[src/rtl/mc_pkg.sv]
`default_nettype none
// +--------------------------------------------------------------------+
// | mc_pkg                                                              |
// | State, opcode, funct and control encodings for mc_control_fsm.      |
// | Revision: 1.0                                                       |
// +--------------------------------------------------------------------+
package mc_pkg;

   typedef enum logic [3:0] {
      S_FETCH    = 4'd0,
      S_DECODE   = 4'd1,
      S_MEMADR   = 4'd2,
      S_MEMRD    = 4'd3,
      S_MEMWB    = 4'd4,
      S_MEMWR    = 4'd5,
      S_EXECUTE  = 4'd6,
      S_ALUWB    = 4'd7,
      S_BRANCH   = 4'd8,
      S_ADDIEXEC = 4'd9,
      S_ADDIWB   = 4'd10,
      S_JUMP     = 4'd11
   } state_t;

   localparam logic [5:0] c_op_rtype = 6'b000000;
   localparam logic [5:0] c_op_lw    = 6'b100011;
   localparam logic [5:0] c_op_sw    = 6'b101011;
   localparam logic [5:0] c_op_beq   = 6'b000100;
   localparam logic [5:0] c_op_bne   = 6'b000101;
   localparam logic [5:0] c_op_addi  = 6'b001000;
   localparam logic [5:0] c_op_j     = 6'b000010;

   localparam logic [5:0] c_fn_add = 6'b100000;
   localparam logic [5:0] c_fn_sub = 6'b100010;
   localparam logic [5:0] c_fn_and = 6'b100100;
   localparam logic [5:0] c_fn_or  = 6'b100101;
   localparam logic [5:0] c_fn_slt = 6'b101010;

   localparam logic [2:0] c_alu_add = 3'b010;
   localparam logic [2:0] c_alu_sub = 3'b110;
   localparam logic [2:0] c_alu_and = 3'b000;
   localparam logic [2:0] c_alu_or  = 3'b001;
   localparam logic [2:0] c_alu_slt = 3'b111;

   localparam logic [1:0] c_srcb_regb  = 2'b00;
   localparam logic [1:0] c_srcb_four  = 2'b01;
   localparam logic [1:0] c_srcb_imm   = 2'b10;
   localparam logic [1:0] c_srcb_immsh = 2'b11;

   localparam logic [1:0] c_pcsrc_alu    = 2'b00;
   localparam logic [1:0] c_pcsrc_aluout = 2'b01;
   localparam logic [1:0] c_pcsrc_jump   = 2'b10;

   localparam logic [1:0] c_aluop_add   = 2'b00;
   localparam logic [1:0] c_aluop_sub   = 2'b01;
   localparam logic [1:0] c_aluop_funct = 2'b10;

   typedef struct packed {
      logic       fetch;
      logic       pc_write;
      logic       branch;
      logic       iord;
      logic       mem_rd;
      logic       mem_wr;
      logic       reg_dst;
      logic       mem_to_reg;
      logic       reg_wr;
      logic       alu_src_a;
      logic [1:0] alu_src_b;
      logic [1:0] pc_src;
      logic [1:0] aluop;
   } ctrl_t;

   // Moore decode; fetch/branch are later qualified by mem_ready and zero.
   function automatic ctrl_t decode_state(input state_t s);
      ctrl_t c;
      c = '0;
      case (s)
         S_FETCH: begin
            c.fetch     = 1'b1;
            c.mem_rd    = 1'b1;
            c.alu_src_b = c_srcb_four;
            c.pc_src    = c_pcsrc_alu;
            c.aluop     = c_aluop_add;
         end
         S_DECODE:   c.alu_src_b = c_srcb_immsh;
         S_MEMADR: begin
            c.alu_src_a = 1'b1;
            c.alu_src_b = c_srcb_imm;
         end
         S_MEMRD: begin
            c.iord   = 1'b1;
            c.mem_rd = 1'b1;
         end
         S_MEMWB: begin
            c.reg_wr     = 1'b1;
            c.mem_to_reg = 1'b1;
         end
         S_MEMWR: begin
            c.iord   = 1'b1;
            c.mem_wr = 1'b1;
         end
         S_EXECUTE: begin
            c.alu_src_a = 1'b1;
            c.alu_src_b = c_srcb_regb;
            c.aluop     = c_aluop_funct;
         end
         S_ALUWB: begin
            c.reg_wr  = 1'b1;
            c.reg_dst = 1'b1;
         end
         S_BRANCH: begin
            c.branch    = 1'b1;
            c.alu_src_a = 1'b1;
            c.aluop     = c_aluop_sub;
            c.pc_src    = c_pcsrc_aluout;
         end
         S_ADDIEXEC: begin
            c.alu_src_a = 1'b1;
            c.alu_src_b = c_srcb_imm;
         end
         S_ADDIWB:   c.reg_wr = 1'b1;
         S_JUMP: begin
            c.pc_write = 1'b1;
            c.pc_src   = c_pcsrc_jump;
         end
         default: c = '0;
      endcase
      return c;
   endfunction

endpackage
`default_nettype wire

[src/rtl/mc_alu_dec.sv]
`default_nettype none
// +--------------------------------------------------------------------+
// | mc_alu_dec                                                          |
// | Combinational ALU decoder: (aluop, funct) -> alu_ctrl.              |
// | Revision: 1.0                                                       |
// +--------------------------------------------------------------------+
module mc_alu_dec
   import mc_pkg::*;
(
   input  logic [1:0] aluop,
   input  logic [5:0] funct,
   output logic [2:0] alu_ctrl
);

   always_comb begin
      alu_ctrl = c_alu_add;
      case (aluop)
         c_aluop_sub: alu_ctrl = c_alu_sub;
         c_aluop_funct: begin
            case (funct)
               c_fn_add: alu_ctrl = c_alu_add;
               c_fn_sub: alu_ctrl = c_alu_sub;
               c_fn_and: alu_ctrl = c_alu_and;
               c_fn_or:  alu_ctrl = c_alu_or;
               c_fn_slt: alu_ctrl = c_alu_slt;
               default:  alu_ctrl = c_alu_add;
            endcase
         end
         default: alu_ctrl = c_alu_add;
      endcase
   end

endmodule
`default_nettype wire

[src/rtl/mc_control_fsm.sv]
`default_nettype none
// +--------------------------------------------------------------------+
// | mc_control_fsm                                                      |
// | Multi-cycle MIPS control FSM. Define MC_BNE_EN to add bne support.  |
// | Revision: 1.0                                                       |
// +--------------------------------------------------------------------+
module mc_control_fsm
   import mc_pkg::*;
(
   input  logic       clk,
   input  logic       rst,
   input  logic [5:0] op,
   input  logic [5:0] funct,
   input  logic       zero,
   input  logic       mem_ready,
   output logic       pc_en,
   output logic       iord,
   output logic       mem_rd,
   output logic       mem_wr,
   output logic       ir_wr,
   output logic       reg_dst,
   output logic       mem_to_reg,
   output logic       reg_wr,
   output logic       alu_src_a,
   output logic [1:0] alu_src_b,
   output logic [1:0] pc_src,
   output logic [2:0] alu_ctrl,
   output logic [3:0] state_o
);

   state_t r_state;
   state_t w_next;
   ctrl_t  r_ctrl;
   logic   w_taken;
   logic   w_fetch_go;

   always_comb begin
      w_next = r_state;
      case (r_state)
         S_FETCH:  w_next = mem_ready ? S_DECODE : S_FETCH;
         S_DECODE: begin
            case (op)
               c_op_lw, c_op_sw: w_next = S_MEMADR;
               c_op_rtype:       w_next = S_EXECUTE;
               c_op_beq:         w_next = S_BRANCH;
`ifdef MC_BNE_EN
               c_op_bne:         w_next = S_BRANCH;
`endif
               c_op_addi:        w_next = S_ADDIEXEC;
               c_op_j:           w_next = S_JUMP;
               default:          w_next = S_FETCH;
            endcase
         end
         S_MEMADR:   w_next = (op == c_op_lw) ? S_MEMRD : S_MEMWR;
         S_MEMRD:    w_next = mem_ready ? S_MEMWB : S_MEMRD;
         S_MEMWB:    w_next = S_FETCH;
         S_MEMWR:    w_next = mem_ready ? S_FETCH : S_MEMWR;
         S_EXECUTE:  w_next = S_ALUWB;
         S_ALUWB:    w_next = S_FETCH;
         S_BRANCH:   w_next = S_FETCH;
         S_ADDIEXEC: w_next = S_ADDIWB;
         S_ADDIWB:   w_next = S_FETCH;
         S_JUMP:     w_next = S_FETCH;
         default:    w_next = S_FETCH;
      endcase
   end

   // Outputs are registered from the next state so they track r_state exactly.
   always_ff @(posedge clk or negedge rst) begin
      if (!rst) begin
         r_state <= S_FETCH;
         r_ctrl  <= decode_state(S_FETCH);
      end else begin
         r_state <= w_next;
         r_ctrl  <= decode_state(w_next);
      end
   end

`ifdef MC_BNE_EN
   logic r_is_bne;

   always_ff @(posedge clk or negedge rst) begin
      if (!rst) begin
         r_is_bne <= 1'b0;
      end else if (r_state == S_DECODE) begin
         r_is_bne <= (op == c_op_bne);
      end
   end

   assign w_taken = r_is_bne ? ~zero : zero;
`else
   assign w_taken = zero;
`endif

   // rst gates the fetch strobes so a held reset never writes IR or PC.
   assign w_fetch_go = r_ctrl.fetch & mem_ready & rst;

   assign pc_en      = w_fetch_go | r_ctrl.pc_write | (r_ctrl.branch & w_taken);
   assign ir_wr      = w_fetch_go;
   assign iord       = r_ctrl.iord;
   assign mem_rd     = r_ctrl.mem_rd;
   assign mem_wr     = r_ctrl.mem_wr;
   assign reg_dst    = r_ctrl.reg_dst;
   assign mem_to_reg = r_ctrl.mem_to_reg;
   assign reg_wr     = r_ctrl.reg_wr;
   assign alu_src_a  = r_ctrl.alu_src_a;
   assign alu_src_b  = r_ctrl.alu_src_b;
   assign pc_src     = r_ctrl.pc_src;
   assign state_o    = r_state;

   mc_alu_dec u_alu_dec (
      .aluop    (r_ctrl.aluop),
      .funct    (funct),
      .alu_ctrl (alu_ctrl)
   );

endmodule
`default_nettype wire

[config.mk]
export PLATFORM = sky130hd
export DESIGN_NAME = mc_control_fsm
export DESIGN_NICKNAME = d
export VERILOG_FILES = /design/src/rtl/mc_pkg.sv /design/src/rtl/mc_alu_dec.sv /design/src/rtl/mc_control_fsm.sv
export SDC_FILE = /design/constraint.sdc
export NUM_CORES = 1
export LEC_CHECK = 0
export ABC_AREA = 1
export CAP_MARGIN = 20
export CORE_MARGIN = 2
export CORE_UTILIZATION = 41
export DETAILED_ROUTE_END_ITERATION = 8
export PLACE_DENSITY = 0.73
export SLEW_MARGIN = 10
export SYNTH_ARGS = -nofsm -noshare
export SYNTH_HDL_FRONTEND = slang
export SYNTH_SLANG_ARGS = --single-unit
export TNS_END_PERCENT = 50
[constraint.sdc]
create_clock -name clk -period 3.81 [get_ports clk]
set_input_delay 0.381 -clock clk [delete_from_list [all_inputs] [get_ports clk]]
set_output_delay 0.381 -clock clk [all_outputs]
set_load 0.05 [all_outputs]
== Word-level counts from Yosys, hierarchy flattened ==
Index checks and enable logic that the tools add are counted.
Widths: inputs -> output; s select.
Operators by class
  magnitude comparators: 0
  multiplexer cells: 21
  equal/unequal tests: 28
  divide/modulo/power cells: 0
  multiply operators: 0
  shift-type cells: 0
  bitwise operators: 5
  reductions and logical operators: 9
  $add $sub $neg: 0
Operators with widths (count)
  $eq 6x6->1 const B: 6
  $pmux 4 s7: 1
  $eq 4x3->1 const B: 6
  $eq 4x4->1 const B: 5
  $pmux 4 s5: 1
  $eq 4x2->1 const B: 4
  $pmux 3 s4: 1
  $mux 1: 11
  $mux 3: 3
  $eq 4x1->1 const B: 2
  $logic_not 4->1: 2
  $pmux 2 s2: 2
  $reduce_or 2->1: 4
  $eq 6x2->1 const B: 1
  $eq 6x3->1 const B: 1
  $eq 6x4->1 const B: 1
  $logic_not 6->1: 1
  $pmux 2 s3: 1
  $pmux 3 s2: 1
  $reduce_or 4->1: 1
  $and 1x1->1: 3
  $reduce_or 3->1: 1
  $eq 2x1->1 const B: 1
  $eq 2x2->1 const B: 1
  $or 1x1->1: 2
Word-level totals
  bits in registers: 20
  bits in read-only memories: 0
  bits in latches: 0
  memories kept: 0
  bits in writable memories: 0
  output and inout port bits: 20

== Longest topological paths before layout ==
Gate-level depths: netlist of run 1.
  depth after elaboration: 7
  depth in mapped cells: 11
  depth with buffers taken out: 11

== By module ==
Synthesis of run 1 repeated with hierarchy kept, for this count alone.
Second synthesis, totals
  cell total of the unflattened synthesis: 170
  area, all modules: 1177.4 sq um
By module, submodules not included
  mc_control_fsm: area an instance 1003.5 sq um, cells each 133, sequential area each 454.2 sq um, instances 1
  mc_alu_dec: area an instance 173.9 sq um, cells each 37, sequential area each 0.0 sq um, instances 1

== Worst setup path after synthesis of run 1 ==
OpenSTA, ideal clock, no wires.
  path type: register to output
  start point: register r_ctrl[13] (netlist name)
  end point: output port alu_ctrl[1]
  stages on the path, launching flop included: 5
  arrival: 1746 ps
  slack: 1683 ps
  cell sequence: dfrtp_1 -> inv_1 -> ha_1 -> inv_1 -> o21ai_0
RTL lines
  to (decl): line mc_control_fsm.sv:27  | output logic [2:0] alu_ctrl,

== Final worst setup path of run 1 ==
  start point: input port funct[2]
  end point: output port alu_ctrl[0]
Between the ends
  cells in the longest elaborated chain, start to end: 3
  elaborated cells between the ends (all ways): 6
  those cells by class: 4 x eq/ne; 2 x mux
RTL lines
  from (decl): line mc_control_fsm.sv:13  | input logic [5:0] funct,
  $eq 6x6->1: line mc_alu_dec.sv:20  | case (funct)
  $pmux 3 s4 *: line mc_alu_dec.sv:20
  $pmux 3 s2 *: line mc_alu_dec.sv:17  | case (aluop)
Mark *: on every way between the ends. The rest lies on a longest branch, timed or not.

==> results.md, run 1 <==
* Initial DRT Pass Iterations at 4
* Maximum clock path buffer count at 2
* Die Y at 55.26 microns
* Compound-gate portion of the synthesized area at 0.05807
* Average size of a mapped cell at 7.695 sq um
* Final clock skew at 0.01047 ns
* Met3 Track Usage GR at 0.02576
* HPWL Detailed at 1898 microns
* Gr busiest metal: met2
* Cts bufs inserted at 3
* Clock power share at 0.176
* Most common cell after layout, fill and taps aside: clkdlybuf4s50_1
* Post-Synthesis Cells at 140
* Reg clk slew, reported paths at 0.10 ns
* Share of layout cells above drive strength 1 at 0.1591
* Top post-synthesis cells by area: dfrtp_1 (35%), inv_1 (9.4%), nand2_1 (7.7%), dfstp_2 (7.3%), nor2_1 (6.6%)
* Layout Nets at 195
* Max-slew violations at 0
* Initial core utilization at 0.4348
* Via density at between 4 and 5
* Total gr overflow at 0
* Status: finished clean
* WL per Instance at between 10 and 15 microns
* CP Launch Point: funct[2]
* Critical path arrival at 2.41 ns
* Simple-Gate Fraction of Synth Area at 0.3647
* Post-Syn Nets at between 150 and 200
* Worst path slowest cell: clkdlybuf4s50_1
* Ant. Diodes at 0
* First-pass GRT wire length at 4112 microns
* Hold crit path type: in -> async
* Area grow syn2layout at 36.35%
* Clock Latency Late Sink at just under 0.3 ns
* CTS root buf: clkbuf_4
* Post-synthesis mux area share at 0
* CTS resizes at 0
* Register area share after synthesis at 0.4216
* CP startpoint kind: primary input
* Synthesized area at 1077 sq um
* Row Count at 18
* FF-to-FF Start: state_o[0]
* DR vias at between 1000 and 1500
* Initial DRC count at 21
* IO buf count at 35
* Antenna violations before repair at 0
* Total Wirelength at 2394 microns
* Fin crit share at 0.7332
* CTS tree: built
* IO Count at 36
* CP bufs+invs at 3
* # Max-Cap Violations at 0
* Rel. slew slack at 0.6605
* Die width at 55.26 microns
* Final Wtd Congestion at roughly 0.85
* Worst path max stage delay at 0.81 ns
* Area share of the largest cell type after synthesis at 0.3484
* Synth Area in Adders at 0.02323
* Net Sw Frac at 0.3912
* Main combinational cell family by area after synthesis: simple AND/OR/NAND/NOR gates
* P per Cell Area at 374.7 nW/um^2
* Post-route ant nets at 0
* Hold Violations, Final at 0
* CP top delay family: buffers and inverters
* Met1 usage in global routing at 0.1964
* # H-tree levels at 1
* Cell variety after synth at 25
* Fill cells at 242
* Largest net degree at the start of global routing at 20
* Setup TNS at 0 ns
* Fmax at between 300 and 400 MHz
* Aggregate global-route resource usage at 0.1658
* Post-CTS setup buffers at 0
* Yosys reg bits at 18
* Minimum period implied by the final worst setup slack at 2.794 ns
* Internal at 335.1 uW
* Most frequent cells in the layout: clkdlybuf4s50_1 (35), inv_1 (27), nand2_1 (22), nor2_1 (19), dfrtp_1 (15)
* Total number of yosys warnings at 0
* Leak pwr at 0.0007282 uW
* Critical path endpoint category: output port
* # setup viols final at 0
* Drt drc at 0
* Crit-path cells: clkdlybuf4s50_1 -> inv_1 -> or2_2 -> nor3_1 -> a32oi_1 -> nor2_1 -> clkdlybuf4s50_1
* Req. time, crit path at about 3.4 ns
* Global-route met2 utilization at 0.2976
* P_sw at 215.3 uW
* Synth Area in XOR/XNOR at 0
* Combinational power share at 0.405
* RSZ-0062 raised after global routing: no
* Worst Tran Pin Value at 0.5076 ns
* CTS sink count at 18
* Total power draw at 550.4 uW
* Die ar. at ~3100 sq um
* CP max FO at 2
* Seq pwr share at 0.420
* CORE AREA at 2477 sq um
* Area leader, netlist: dfrtp_1
* Worst Path Class, Setup: in -> out
* Crit path top cell by count: clkdlybuf4s50_1
* Hold buffer count at CTS at 0
* Vias in the first global route at 993
* Maximum VDD drop at 282.9 uV
[synthesized netlist by cell type]
cell and instances:
a21oi_1 4, a32oi_1 1, buf_4 4, dfrtp_1 15, dfstp_2 3, ha_1 2
inv_1 27, inv_2 3, nand2_1 22, nand2_2 3, nand2_4 2, nand3_1 12
nand3_2 2, nand3_4 1, nand3b_1 1, nand4_1 2, nor2_1 19, nor2_2 5
nor2_4 2, nor3_1 2, nor3_2 1, o21ai_0 4, o21ai_1 1, o21ai_2 1
or2_2 1
[worst register-to-register path: stages, from the launching register on]
cell     delay [ns]
dfrtp_1        0.44
inv_1          0.11
nand2_1        0.07
nor2_2         0.19
inv_1          0.07
nor2_2         0.12
nor2_2         0.07
nand2_4        0.09
inv_1          0.07
nand3_1        0.11
o21ai_2        0.06
[metal layers]
| metal | vias to the layer above | routed length, microns |
|---|---|---|
| met5 | - | 0 |
| met4 | 0 | 20 |
| met3 | 6 | 154 |
| met2 | 40 | 1233 |
| met1 | 471 | 985 |
| li1 | 499 | - |
[through the flow]
step	hold slack [ns]	worst slack [ns]	instance area (sq um)	util	cells
detailed placement	0.6396	1.046	1443	0.5823	202
floorplan	0.08541	1.683	1077	-	140
global route	0.4421	0.9540	1469	0.5929	206
CTS	0.4090	1.037	1469	0.5929	206
finish	0.4043	1.016	1469	0.5929	206
global placement	0.6286	1.117	1443	0.5823	202
[cells by family (layout without fill, tap and decap cells)]
logic type | after synthesis | after routing
compound gates | 11 | 11
fa+ha+maj | 2 | 2
buf+inv | 34 | 70
flops | 18 | 18
simple gates | 75 | 75
[worst paths after layout]
check | to | slack, ns | depth (start not counted)
worst min register to register | mem_to_reg | 0.66 | 2
min in group clk | mem_to_reg | 0.66 | 2
worst max-delay path | alu_ctrl[0] | 1.02 | 7
worst max register to register | iord | 2.31 | 10
max in group asynchronous | mem_rd | 3.14 | 2
worst min-delay path | r_ctrl[13] | 0.40 | 2
[power groups by stage]
stage               sequential (uW)  combinational [uW]  clock, uW
finish                          231                 223       96.7
floorplan                       277                 110          0
global placement                233                 219          0
global route                    233                 240        108
detailed placement              234                 223          0
CTS                             231                 224        102
[area by class of cell]
| type | count | area (sq um) | share of cell area |
|---|---|---|---|
| Inverter | 30 | 112.6 | 0.07666 |
| Timing Repair Buffer | 36 | 357.8 | 0.2436 |
| Clock buffer | 4 | 26.28 | 0.01789 |
| Multi-Input combinational cell | 88 | 480.5 | 0.3271 |
| Tap cell | 30 | 37.54 | 0.02555 |
| Sequential cell | 18 | 454.2 | 0.3092 |
Power figures use the tool's default switching activity.
==> run 2: changes to the inputs <==
clock period = 2.8 ns   (was 3.81 ns; I/O delays follow)
==> run 2 against run 1 <==
Clock power up 64%. Sequential power up 36%. Global-route usage about the same. Count of clock-buffer cells in the layout unchanged. Critical path type is now reg -> out. Worst setup slack worse by 0.81 ns.
==> results.md, run 2 (synthesis results as in run 1) <==
* Status: finished clean
* Hold Violations, Final at 0
* Cts bufs inserted at 3
* Fmax at 386.2 MHz
* Minimum period implied by the final worst setup slack at 2.590 ns
* CTS tree: built
* Final Wtd Congestion at 0.8700
* Total gr overflow at 0
* Critical path endpoint category: output port
* Most common cell after layout, fill and taps aside: clkdlybuf4s50_1
* Worst Path Class, Setup: reg -> out
* Hold crit path type: in -> async
* IO buf count at 35
* Final clock skew at 0.003440 ns
* Initial DRT Pass Iterations at 4
* Rel. slew slack at 0.6614
* Crit path top cell by count: o21ai_0
* HPWL Detailed at 1840 microns
* Ant. Diodes at 0
* Most frequent cells in the layout: clkdlybuf4s50_1 (32), inv_1 (27), nand2_1 (22), nor2_1 (19), dfrtp_1 (15)
* Fill cells at about 230
* # setup viols final at 0
* Maximum clock path buffer count at 2
* Aggregate global-route resource usage at 0.1662
* P per Cell Area at 525.4 nW/um^2
* Worst path max stage delay at 0.82 ns
* Pre-CTS WS at 0.4253 ns
* Seq. cell area at 454.2 sq um
* CTS sink count at 18
* Largest net degree at the start of global routing at 20
* Post-CTS setup buffers at 0
* Utilization after layout at 0.5939
* CTS resizes at 0
* Clock Latency Late Sink at 0.29 ns
* # H-tree levels at 1
* Layout Nets at 195
* Worst path slowest cell: clkdlybuf4s50_1
* CP bufs+invs at 2
* Vias in the first global route at 1016
* Post-route ant nets at 0
* RSZ-0062 raised after global routing: no
* CTS root buf: clkbuf_4
* WL per Instance at 11.29 microns
* Req. time, crit path at 2.52 ns
* FF-to-FF Start: state_o[0]
* Drt drc at 0
* Die Y at 55.26 microns
* Reg clk slew, reported paths at 0.10 ns
* CP top delay family: buffers and inverters
* # Max-Cap Violations at 0
* Hold buffer count at CTS at 0
* Die ar. at roughly 3100 sq um
* Share of layout cells above drive strength 1 at 0.1818
* Fin crit share at 0.9249
* Smallest hold slack at ~0.30 ns
* CP startpoint kind: flop
* Setup TNS at 0 ns
* Crit-path cells: inv_1 -> ha_1 -> nand4_1 -> o21ai_0 -> nor2_1 -> o21ai_0 -> clkdlybuf4s50_1
* Antenna violations before repair at 0
* IO Count at 36
* Critical path arrival at 2.31 ns
* Maximum VDD drop at 449.1 uV
* Initial DRC count at 44
* Via density at 4.888
* Initial core utilization at 0.4348
* Area of the multi-input gates at 480.5 sq um
* Leak pwr at 0.0007397 uW
* Row Count at 18
* First-pass GRT wire length at roughly 4200 microns
* CORE AREA at 2477 sq um
* Max-slew violations at 0
* Total Wirelength at 2325 microns
* Worst Tran Pin Value at 0.5063 ns
* Die width at ~55 microns
* Area grow syn2layout at 36.59%
* CP max FO at 4
* Setup ws final at 0.2104 ns
* DR vias at between 1000 and 1500
* CP Launch Point: r_ctrl[13]
-- run 2: cell count changes in the layout (fill, tap and decap cells not counted), sizes merged --
cell	delta
buf	+3
clkdlybuf4s50	-3
-- run 2: power breakdown --
part           switching [uW]  leakage, uW  internal (uW)
logic                     200     0.000481            101
clock network            79.5    0.0000210           79.3
registers                15.5     0.000238            298
total                     295     0.000740            478
-- run 2: worst paths after layout --
path                       depth (start not counted)  slack, ns           to
hold reg to reg                                    2       0.67   mem_to_reg
max in group asynchronous                          2       2.24       mem_rd
setup / recovery                                   7       0.21  alu_ctrl[1]
setup reg to reg                                  10       1.31         iord
hold / removal                                     2       0.30   r_ctrl[13]
min in group clk                                   2       0.67   mem_to_reg
-- run 2: routing by layer --
metal,global-route usage,vias up,share of wire
met3,0.02810,5,0.064
li1,-,498,-
met2,0.2959,38,0.49
met4,0.05923,0,0.013
met1,0.2000,466,0.43
met5,0,-,0
-- run 2: metrics by stage --
step | total power, uW | cells | instance area [sq um]
after global placement | 614.3 | 202 | 1435
after floorplan | 526.8 | 140 | 1077
after CTS | 780.9 | 206 | 1471
final | 773.0 | 206 | 1471
after detailed placement | 619.4 | 202 | 1435
after global routing | 818.9 | 206 | 1471
-- run 2: layout make-up --
cell class / instances / share of cell area
Sequential cell: 18 / 0.3087
Inverter: 30 / 0.07653
Tap cell: 30 / 0.02551
Multi-Input combinational cell: 88 / 0.3265
Timing Repair Buffer: 36 / 0.2381
Clock buffer: 4 / 0.02466
==> run 3: changes to the inputs <==
CORE_MARGIN = default   (was 2)
==> run 3 against run 2 <==
Clock power is essentially flat. Total power is essentially flat. Combinational power about the same. Count of clock-buffer cells in the layout did not move. Cell area unchanged. Core utilization unchanged. Maximum frequency grew 0.38%. Critical endpoint is now alu_ctrl[2]. Largest cell class unchanged.
==> results.md, run 3 (synthesis results as in run 1) <==
* Status: finished clean
* Fmax at around 390 MHz
* Fill cells at 222
* CP startpoint kind: flop
* Area after DPL at around 1400 sq um
* Die width at approximately 53 microns
* Total gr overflow at 0
* Reg clk slew, reported paths at 0.10 ns
* # H-tree levels at 1
* Critical path endpoint category: output port
* RSZ-0062 raised after global routing: no
* CTS resizes at 0
* Aggregate global-route resource usage at 0.1738
* Die ar. at 2837 sq um
* Share of layout cells above drive strength 1 at 0.1818
* Initial core utilization at 0.4348
* Crit-path cells: inv_1 -> ha_1 -> nand4_1 -> o21ai_0 -> inv_1 -> nor2_1 -> clkdlybuf4s50_1
* Post-CTS setup buffers at 0
* Drt drc at 0
* Initial DRT Pass Iterations at 4
* Ant. Diodes at 0
* Most common cell after layout, fill and taps aside: clkdlybuf4s50_1
* DR vias at 1002
* WL per Instance at 10.77 microns
* Minimum period implied by the final worst setup slack at 2.580 ns
* IO Count at 36
* CP max FO at 4
* Row Count at 18
* Max-slew violations at 0
* Worst Path Class, Setup: reg -> out
* Seq. cell area at 454.2 sq um
* Initial DRC count at 25
* HPWL Detailed at 1814 microns
* Area grow syn2layout at 36.59%
* Utilization after layout at 0.5939
* Most frequent cells in the layout: clkdlybuf4s50_1 (32), inv_1 (27), nand2_1 (22), nor2_1 (19), dfrtp_1 (15)
* Req. time, crit path at 2.52 ns
* Cts bufs inserted at 3
* Post-route ant nets at 0
* Pre-CTS WS at 0.4093 ns
* Rel. slew slack at 0.6587
* Final Cell Area at 1471 sq um
* First-pass GRT wire length at roughly 3600 microns
* Vias in the first global route at 896
* # setup viols final at 0
* Hold buffer count at CTS at 0
* Setup TNS at 0 ns
* # Max-Cap Violations at 0
* Area of the multi-input gates at 480.5 sq um
* Total power draw at 773.0 uW
* Final Wtd Congestion at 0.8983
* Worst Tran Pin Value at 0.5103 ns
* CORE AREA at between 2000 and 2500 sq um
* Total Wirelength at 2218 microns
* Maximum clock path buffer count at 2
* Via density at just under 5
* Final clock skew at 0.002032 ns
* Clock Latency Late Sink at roughly 0.29 ns
* Maximum VDD drop at between 400 and 500 uV
* CTS tree: built
* IO buf count at 35
* Leak pwr at 0.0007397 uW
* Die Y at about 53 microns
* Crit path top cell by count: inv_1
* Worst path max stage delay at slightly above 0.8 ns
* CTS root buf: clkbuf_4
* Worst path slowest cell: clkdlybuf4s50_1
* Antenna violations before repair at 0
* Setup ws final at 0.2201 ns
* CTS sink count at 18
* Layout Nets at roughly 200
* Critical path arrival at 2.30 ns
* Fin crit share at 0.9214
* Hold Violations, Final at 0
* Worst reg2reg path depth at 10
* Largest net degree at the start of global routing at 20
* Hold crit path type: in -> async
* P per Cell Area at 525.3 nW/um^2
-- run 3: cell counts in the layout (fill, tap and decap cells not counted) --
No cell type changed its count.
-- run 3: path summary, 6_finish.rpt --
kind                             from     endpoint  slack [ns]
max                        r_ctrl[13]  alu_ctrl[2]        0.22
min                               rst   r_ctrl[13]        0.30
max reg2reg                state_o[0]         iord        1.33
min reg2reg                state_o[0]   mem_to_reg        0.66
max in group asynchronous         rst       mem_rd        2.24
min in group clk           state_o[0]   mem_to_reg        0.66
-- run 3: through the flow --
stage	hold WS, ns	std cells
after detailed placement	0.6322	202
after floorplan	-0.01559	140
after global placement	0.6242	202
final	0.3046	206
after CTS	0.3078	206
after global routing	0.3218	206
-- run 3: metal layers --
layer	up-vias	track usage	share of wire
met3	0	0.02586	0.034
met5	-	0	0
met1	478	0.1950	0.43
li1	502	-	-
met2	22	0.3417	0.53
met4	0	0.02632	0
-- run 3: critical path, delay by kind of cell (launching register included) --
family	cells	cell delay [ns]
buf+inv	3	0.95
fa+ha+maj	1	0.19
simple gates	2	0.22
compound gates	1	0.24
flops	1	0.42
-- run 3: cell type report --
cell class                 count  share of cell area
clock buffer                   4             0.02466
inverter                      30             0.07653
multi-input combinational     88              0.3265
sequential                    18              0.3087
tap                           30             0.02551
timing repair buffer          36              0.2381
-- run 3: power breakdown --
group          internal (uW)  switching (uW)
combinational            101             199
sequential               298            15.1
clock                   79.2            81.1
